### src/rtl/alu_share_arbiter.sv
// rtl/alu_share_arbiter.sv - round-robin sharing of one combinational ALU among NUM_REQ requesters
// Two registered stages: ISSUE drives the ALU, RESP captures its result and flags.
module alu_share_arbiter #(
  parameter int DATA_WIDTH = 64,
  parameter int NUM_REQ    = 2,
  parameter int ID_WIDTH   = (NUM_REQ > 1) ? $clog2(NUM_REQ) : 1
) (
  input  logic                          clk,
  input  logic                          reset,
  input  logic [NUM_REQ-1:0]            req_valid,
  output logic [NUM_REQ-1:0]            req_ready,
  input  logic [NUM_REQ*DATA_WIDTH-1:0] req_A,
  input  logic [NUM_REQ*DATA_WIDTH-1:0] req_B,
  input  logic [NUM_REQ*3-1:0]          req_cntrl,
  output logic [DATA_WIDTH-1:0]         alu_A,
  output logic [DATA_WIDTH-1:0]         alu_B,
  output logic [2:0]                    alu_cntrl,
  input  logic [DATA_WIDTH-1:0]         alu_result,
  input  logic [3:0]                    alu_flags,
  output logic                          rsp_valid,
  input  logic                          rsp_ready,
  output logic [ID_WIDTH-1:0]           rsp_id,
  output logic [DATA_WIDTH-1:0]         rsp_result,
  output logic [3:0]                    rsp_flags,
  output logic                          rsp_illegal
);

  localparam logic [ID_WIDTH:0]   NUM_REQ_W  = (ID_WIDTH+1)'(NUM_REQ);
  localparam logic [ID_WIDTH-1:0] LAST_RESET = ID_WIDTH'(NUM_REQ - 1);

  logic                  op_valid;
  logic [DATA_WIDTH-1:0] op_A;
  logic [DATA_WIDTH-1:0] op_B;
  logic [2:0]            op_cntrl;
  logic [ID_WIDTH-1:0]   op_id;
  logic                  op_illegal;
  logic [ID_WIDTH-1:0]   last_grant;

  logic [ID_WIDTH-1:0]   grant_id;
  logic                  grant_found;
  logic [ID_WIDTH:0]     cand;
  logic                  rsp_load;
  logic                  issue_free;
  logic                  accept;
  logic [DATA_WIDTH-1:0] sel_A;
  logic [DATA_WIDTH-1:0] sel_B;
  logic [2:0]            sel_cntrl;
  logic                  sel_illegal;

  assign rsp_load   = op_valid && (!rsp_valid || rsp_ready);
  assign issue_free = !op_valid || rsp_load;
  assign accept     = grant_found && issue_free;

  // Scan starts one past the last winner and wraps, so the last winner is visited last.
  always_comb begin
    grant_found = 1'b0;
    grant_id    = '0;
    cand        = '0;
    for (int k = 1; k <= NUM_REQ; k++) begin
      cand = {1'b0, last_grant} + (ID_WIDTH+1)'(k);
      if (cand >= NUM_REQ_W) begin
        cand = cand - NUM_REQ_W;
      end
      if (!grant_found && req_valid[cand[ID_WIDTH-1:0]]) begin
        grant_found = 1'b1;
        grant_id    = cand[ID_WIDTH-1:0];
      end
    end
  end

  always_comb begin
    req_ready = '0;
    if (accept) begin
      req_ready[grant_id] = 1'b1;
    end
  end

  always_comb begin
    sel_A       = req_A[int'(grant_id)*DATA_WIDTH +: DATA_WIDTH];
    sel_B       = req_B[int'(grant_id)*DATA_WIDTH +: DATA_WIDTH];
    sel_cntrl   = req_cntrl[int'(grant_id)*3 +: 3];
    sel_illegal = (sel_cntrl == 3'b001) || (sel_cntrl == 3'b111);
  end

  // The ALU sees zeros whenever ISSUE is empty.
  assign alu_A     = op_valid ? op_A : '0;
  assign alu_B     = op_valid ? op_B : '0;
  assign alu_cntrl = op_valid ? op_cntrl : 3'b000;

  always_ff @(posedge clk) begin
    if (reset) begin
      op_valid    <= 1'b0;
      op_A        <= '0;
      op_B        <= '0;
      op_cntrl    <= 3'b000;
      op_id       <= '0;
      op_illegal  <= 1'b0;
      last_grant  <= LAST_RESET;
      rsp_valid   <= 1'b0;
      rsp_id      <= '0;
      rsp_result  <= '0;
      rsp_flags   <= 4'b0000;
      rsp_illegal <= 1'b0;
    end else begin
      if (accept) begin
        op_valid   <= 1'b1;
        op_A       <= sel_A;
        op_B       <= sel_B;
        op_cntrl   <= sel_cntrl;
        op_id      <= grant_id;
        op_illegal <= sel_illegal;
        last_grant <= grant_id;
      end else if (rsp_load) begin
        op_valid <= 1'b0;
      end

      if (rsp_load) begin
        rsp_valid   <= 1'b1;
        rsp_id      <= op_id;
        rsp_illegal <= op_illegal;
        rsp_result  <= op_illegal ? '0 : alu_result;
        rsp_flags   <= op_illegal ? 4'b0000 : alu_flags;
      end else if (rsp_valid && rsp_ready) begin
        rsp_valid <= 1'b0;
      end
    end
  end

endmodule

### config.mk
export PLATFORM = sky130hd
export DESIGN_NAME = alu_share_arbiter
export DESIGN_NICKNAME = d
export VERILOG_FILES = /design/src/rtl/alu_share_arbiter.sv
export SDC_FILE = /design/constraint.sdc
export NUM_CORES = 1
export LEC_CHECK = 0
export BUFFER_PORTS_ARGS = -buffer_cell sky130_fd_sc_hd__buf_4
export CAP_MARGIN = 25
export CORE_AREA = 2 2 211 213
export CTS_BUF_LIST = sky130_fd_sc_hd__clkbuf_4
export DETAILED_ROUTE_END_ITERATION = 12
export DIE_AREA = 0 0 213 215
export PLACE_DENSITY = 0.45
export SLEW_MARGIN = 15
export SYNTH_ARGS = -nofsm -noshare
export SYNTH_HDL_FRONTEND = slang
export SYNTH_SLANG_ARGS = --single-unit
### constraint.sdc
create_clock -name clk -period 2.6 [get_ports clk]
set_input_delay 0.13 -clock clk [delete_from_list [all_inputs] [get_ports clk]]
set_output_delay 0.13 -clock clk [all_outputs]
set_load 0.02 [all_outputs]
# [Word level (Yosys, flattened, before mapping)]
# Index checks and enable logic that the tools add are counted.
[word_totals] reg_bits=206 latchBits=0 ramBits=0 romBits=0 in_bits=335 output_inout_bits=204 elab_cells=63 mem_count=0
[op_classes] addsub=4 mul=1 n_div=0 n_lt_le_gt_ge=6 n_eq_ne=2 n_shift=3 muxes=22 n_bitwise=0 n_reduce_logical=13
[op_table] operator="$shiftx 128x8->64" count=2
[op_table] operator="$mux 64" count=3
[op_table] operator="$mux 1" count=15
[op_table] operator="$lt 1x2->1 const B" count=3
[op_table] operator="$shiftx 6x4->3" count=1
[op_table] operator="$logic_and 1x1->1" count=5
[op_table] operator="$ge 2x2->1 const B" count=2
[op_table] operator="$mux 4" count=1
[op_table] operator="$reduce_bool 2->1" count=2
[op_table] operator="$eq 3x1->1 const B" count=1
[op_table] operator="$eq 3x3->1 const B" count=1
[op_table] operator="$logic_not 1->1" count=3
[op_table] operator="$logic_or 1x1->1" count=3
[op_table] operator="$mul 1x2->3 const B" count=1
[op_table] operator="$mux 3" count=1
[op_table] operator="$add 1x1->2 const B" count=1
[op_table] operator="$add 1x2->2 const B" count=1
[op_table] operator="$mux 2" count=1
[op_table] operator="$sub 1x1->1 const B" count=2
[op_table] operator="$demux 1 s1" count=1
[op_table] operator="$ge 1x1->1 const B" count=1

# [Logic depth before layout (Yosys ltp)]
[logic_depth] depth_word=14 ltp_mapped=8 ltp_nobuf=4

# [Worst setup path before layout]
# No wires, ideal clock.
[synth_path] kind="reg2reg" start="reg rsp_valid" end="reg op_A[44]" setup_time_ps=128 t_arrival_ps=1490 required_time_ps=2472 setup_slack_ps=982 stages_incl_launch_ff=7 n_path_buf=2 period_less_slack_ps=1618 path_cell_list="dfxtp_1 nand3b_2 and3_4 buf_2 buf_2 a222oi_1 nor2_1"
[synth_via] elab_chain_len=5
[synth_lines] item="start: declaration" line="20" source="output logic rsp_valid,"
[synth_lines] item="start signal: assignment" line="99" source="rsp_valid <= 1'b0;"
[synth_lines] item="start signal: assignment" line="118" source="rsp_valid <= 1'b1;"
[synth_lines] item="start signal: assignment" line="124" source="rsp_valid <= 1'b0;"
[synth_lines] item="$logic_not 1->1" line="50" source="assign rsp_load = op_valid && (!rsp_valid || rsp_ready);"
[synth_lines] item="$logic_or 1x1->1" line="50"
[synth_lines] item="$logic_and 1x1->1" line="50"
[synth_lines] item="$logic_or 1x1->1" line="51" source="assign issue_free = !op_valid || rsp_load;"
[synth_lines] item="$logic_and 1x1->1" line="52" source="assign accept = grant_found && issue_free;"
[synth_lines] item="end signal: assignment" line="107" source="op_A <= sel_A;"
[synth_lines] item="end: declaration" line="32" source="logic [DATA_WIDTH-1:0] op_A;"
# No other way between the ends.
# A chain may end at the register's enable or synchronous reset.

# [Worst setup path after layout]
[layout_path] start="reg last_grant" end="reg op_B[62]"
[layout_via] elab_chain_len=10 word_cells_on_any_way=20 cone_classes="add/sub: 4; order compare: 2; shift: 1; mux: 10; reduce/logical: 3"
[layout_lines] item="start: declaration" line="37" source="logic [ID_WIDTH-1:0] last_grant;"
[layout_lines] item="start signal: assignment" line="112" source="last_grant <= grant_id;"
[layout_lines] item="$add 1x1->2" line="60" source="cand = {1'b0, last_grant} + (ID_WIDTH+1)'(k);"
[layout_lines] item="$ge 2x2->1 / $sub 1x1->1 (equally long branches)" line="61, 62"
[layout_lines] item="$mux 1" line="61" source="if (cand >= NUM_REQ_W) begin"
[layout_lines] item="$mux 1 (implied by the code) (2 in a row)" line="64" source="if (!grant_found && req_valid[cand[ID_WIDTH-1:0]]) begin"
[layout_lines] item="$mux 1" line="64"
[layout_lines] item="$logic_not 1->1" line="64"
[layout_lines] item="$logic_and 1x1->1" line="64"
[layout_lines] item="$mux 1" line="64"
[layout_lines] item="$shiftx 128x8->64 / $logic_and 1x1->1 (equally long branches)" line="80, 52"
[layout_lines] item="end signal: assignment" line="108" source="op_B <= sel_B;"
[layout_lines] item="end: declaration" line="33" source="logic [DATA_WIDTH-1:0] op_B;"
# Parallel ways exist; a longest one is shown, timed or not. The select of a mux whose other input is x is not followed.

==> flow_metrics.py <==
metrics = {
    "timing": {
        "setup_violations": 0,
        "worst_slew_pin_slew_ns": 0.7801,
        "slew_violations": 0,
        "slew_headroom_pct": 47.99,
        "rsz0062_at_grt": "false",
        "final_hold_viol_count": 0,
        "finalClockSkew_ns": 0.03359,
        "fin_ws_ns": 0.1590,
        "setup_tns_ns": 0,
        "max_freq_mhz": 409.7,
        "hold_ws_ns": 0.1104,
        "timing.final.crit_share_pct": 93.88,
        "min_period_ns": 2.441,
    },
    "die": {
        "rows": 77,
        "design.core.area_sq_mm": 0.04364,
        "ios": 539,
        "die_h_microns": 215,
        "dieWidth_microns": 213,
        "initial_utilization_pct": 19.60,
        "dieArea_sq_mm": 0.04580,
    },
    "global_route": {
        "gr-total-overflow": 0,
        "grt_pass1_wl_microns": 65610,
        "gr-usage-all-layers_pct": 18.35,
        "grt_max_degree": 105,
        "antenna_found_initial": 10,
        "grt_pass1_vias": 12062,
    },
    "critical_path": {
        "critPathMaxFanout": 28,
        "timing.reg2reg.setup_slack_ns": 0.16,
        "worstSetupPathType": "register to register",
        "r2r-start": "last_grant$_SDFFE_PP1P_",
        "cp_data_arrival_time_ns": 3.07,
        "crit_start": "last_grant$_SDFFE_PP1P_",
        "cp-end-kind": "register",
        "ff2ff_path_depth": 6,
        "startpoint_type": "register",
        "worstPathRequired_ns": 3.23,
        "r2r_end": "op_B[62]$_SDFFE_PP0P_",
    },
    "clock_network": {
        "cts_buffers": 68,
        "cts.path.max_buffers": 3,
        "root_buffer": "clkbuf_4",
        "clock_latency_ns": 0.73,
        "clkTransAtPathRegs_ns": 0.06,
        "cts_tree": "built",
        "clock-sinks": 206,
        "cts_max_level": 3,
    },
    "power": {
        "power_switching_mw": 2.654,
        "p_seq_share_pct": 37.8,
        "power.internal_mw": 6.633,
        "power_frac_comb_pct": 26.3,
        "leakage_nw": 8.009,
        "clkPwrFrac_pct": 35.9,
        "powerDensity_mw_per_mm2": 513.9,
        "irDropWorstVdd_mv": 0.2891,
        "netSwitchingFraction_pct": 28.57,
    },
    "layout": {
        "syn_to_final_growth_pct": 111.2,
        "num-fill-cells": 4362,
        "fin_area_sq_mm": 0.01807,
        "final_util_pct": 41.41,
        "final_net_count": 2214,
        "drive_above_1_share_pct": 34.96,
    },
    "drt": {
        "drc": 0,
        "ant_nets": 0,
        "dr.pass1.iters": 9,
        "wl_per_cell_microns": 17.51,
        "wl_microns": 44020,
        "vias_per_cell": 4.551,
        "vias": 11440,
        "drt-initial-drc-count": 1057,
    },
    "synthesis": {
        "syn_inst": 939,
        "synthesis.nets": 1274,
        "ys_seq_area_share_pct": 48.21,
        "syn-cell-area_sq_mm": 0.008554,
        "synth_edf_count": 0,
        "postSynthAreaPerCell_sq_um": 9.110,
        "synth_flop_cell": "dfxtp_1",
        "yosysWarningCount": 0,
        "synth-seq-cells": 206,
        "synthArstFlopShare_pct": 0,
        "synth_cell_types": 25,
    },
    "worst_hold_path": {
        "hold_path_class": "primary input to register",
        "hold_depth": 3,
        "min_to": "last_grant$_SDFFE_PP1P_",
        "worstHoldStart": "req_valid[0]",
    },
    "placed_design": {
        "globalplace.congestion": 0.8056,
        "dp_hpwl_microns": 27140,
        "io_buffers": 538,
        "post_dp_cell_area_sq_mm": 0.01313,
        "pre_cts_ws_ns": 0.5774,
    },
    "run_status": {
        "status": "completed",
    },
    "run": {
        "drv_cap": 0,
    },
}
## layout make-up
type | count | area, sq um | area share [%]
Antenna cell | 11 | 27.53 | 0.1523
Inverter | 1 | 3.754 | 0.02077
Tap cell | 592 | 740.7 | 4.099
Sequential cell | 206 | 4128 | 22.84
Clock buffer | 94 | 705.7 | 3.905
Clock inverter | 8 | 82.58 | 0.4570
Multi-Input combinational cell | 630 | 3954 | 21.88
Timing Repair Buffer | 972 | 8429 | 46.65
## kinds of logic after synthesis
kind of cell,Yosys count,share of synthesized area (%)
and+or+nand+nor,414,25.36
DFF,206,48.21
xor gates and xnor gates,2,0.2048
muxes,3,0.3510
buffers and inverters,104,5.865
AOI/OAI and AO/OA,210,20.01
## power by group through the flow
stage / Clock (mW) / Combinational, mW / Sequential (mW)
2_1_floorplan: 0 / 0.799 / 3.62
3_3_place_gp: 0 / 1.72 / 3.57
3_5_place_dp: 0 / 1.74 / 3.57
4_1_cts: 3.50 / 2.42 / 3.50
5_1_grt: 3.67 / 2.62 / 3.53
6_report: 3.34 / 2.44 / 3.51
## registers in the layout, summed over array words and instances (netlist names), 3 cells and up
name / flops
op_A: 64
rsp_flags: 4
op_cntrl: 3
rsp_result: 64
op_B: 64
## critical path, cell delays in order (launching register included)
cell,delay (ns)
dfxtp_1,0.33
a21boi_2,0.33
and2_4,0.55
buf_4,0.31
a222oi_1,0.11
dlygate4sd3_1,0.60
nor2_1,0.12
## cell usage in the layout, fill, tap and decap left out
cell type / count
buf_6: 1
inv_1: 1
dfxtp_1: 205
clkbuf_4: 94
and3_1: 1
nand3b_2: 1
bufinv_16: 2
nand2b_1: 2
nor2_1: 133
dlygate4sd3_1: 411
and2_2: 2
dfxtp_4: 1
o21ai_4: 1
and3_4: 1
and2_1: 131
a211oi_1: 3
and4_1: 1
xor2_1: 2
mux2i_1: 3
nand3b_1: 68
nand2_1: 73
a21boi_2: 1
diode_2: 11
a21oi_1: 74
buf_12: 8
and2_4: 1
o21a_1: 1
buf_4: 552
o21ai_0: 1
a222oi_1: 128
a211o_1: 1
nand2_2: 1
inv_2: 2
clkinv_1: 4
## cells in the mapped netlist, types with 2 or more instances
cell	n	area share [%]
xor2_1	2	0.20
a211oi_1	3	0.26
nand3b_1	68	6.0
buf_6	10	1.3
nand2b_1	2	0.15
buf_2	26	1.5
dfxtp_1	206	48
nor2_1	133	5.8
nand2_1	74	3.2
a222oi_1	128	15
and2_1	133	9.7
a21oi_1	74	4.3
mux2i_1	3	0.35
clkbuf_1	66	2.9
## how the worst max path moves through the flow
stage	to	cells past startpoint
floorplan	op_A[44]$_SDFFE_PP0P_	6
global placement	op_A[46]$_SDFFE_PP0P_	5
detailed placement	op_B[58]$_SDFFE_PP0P_	5
CTS	req_ready[1]	3
global route	op_cntrl[0]$_SDFFE_PP0P_	6
finish	op_B[62]$_SDFFE_PP0P_	6
## routing by layer
layer  routed length [microns]  vias up  GRT usage (%)
li1                          -     5345              -
met1                     16670     5417          19.86
met2                     21590      568          31.44
met3                      4108      110          6.532
met4                      1655        0          9.138
met5                         0        -              0
## repair_timing
| action | 4_1_cts | 5_1_grt |
|---|---|---|
| setup buffers | 0 | 0 |
| endpoints found under the hold margin | 206 | 0 |
| gates resized for setup | 0 | 0 |
| endpoints found under the setup margin | 0 | 81 |
| hold buffers | 411 | 0 |
## metrics by stage
stage               std cells  total power [mW]
floorplan                 939             4.419
global placement         1988             5.293
detailed placement       1989             5.306
CTS                      2502             9.423
global route             2514             9.825
finish                   2514             9.287
Note: power is estimated with default switching activity, not from simulation.
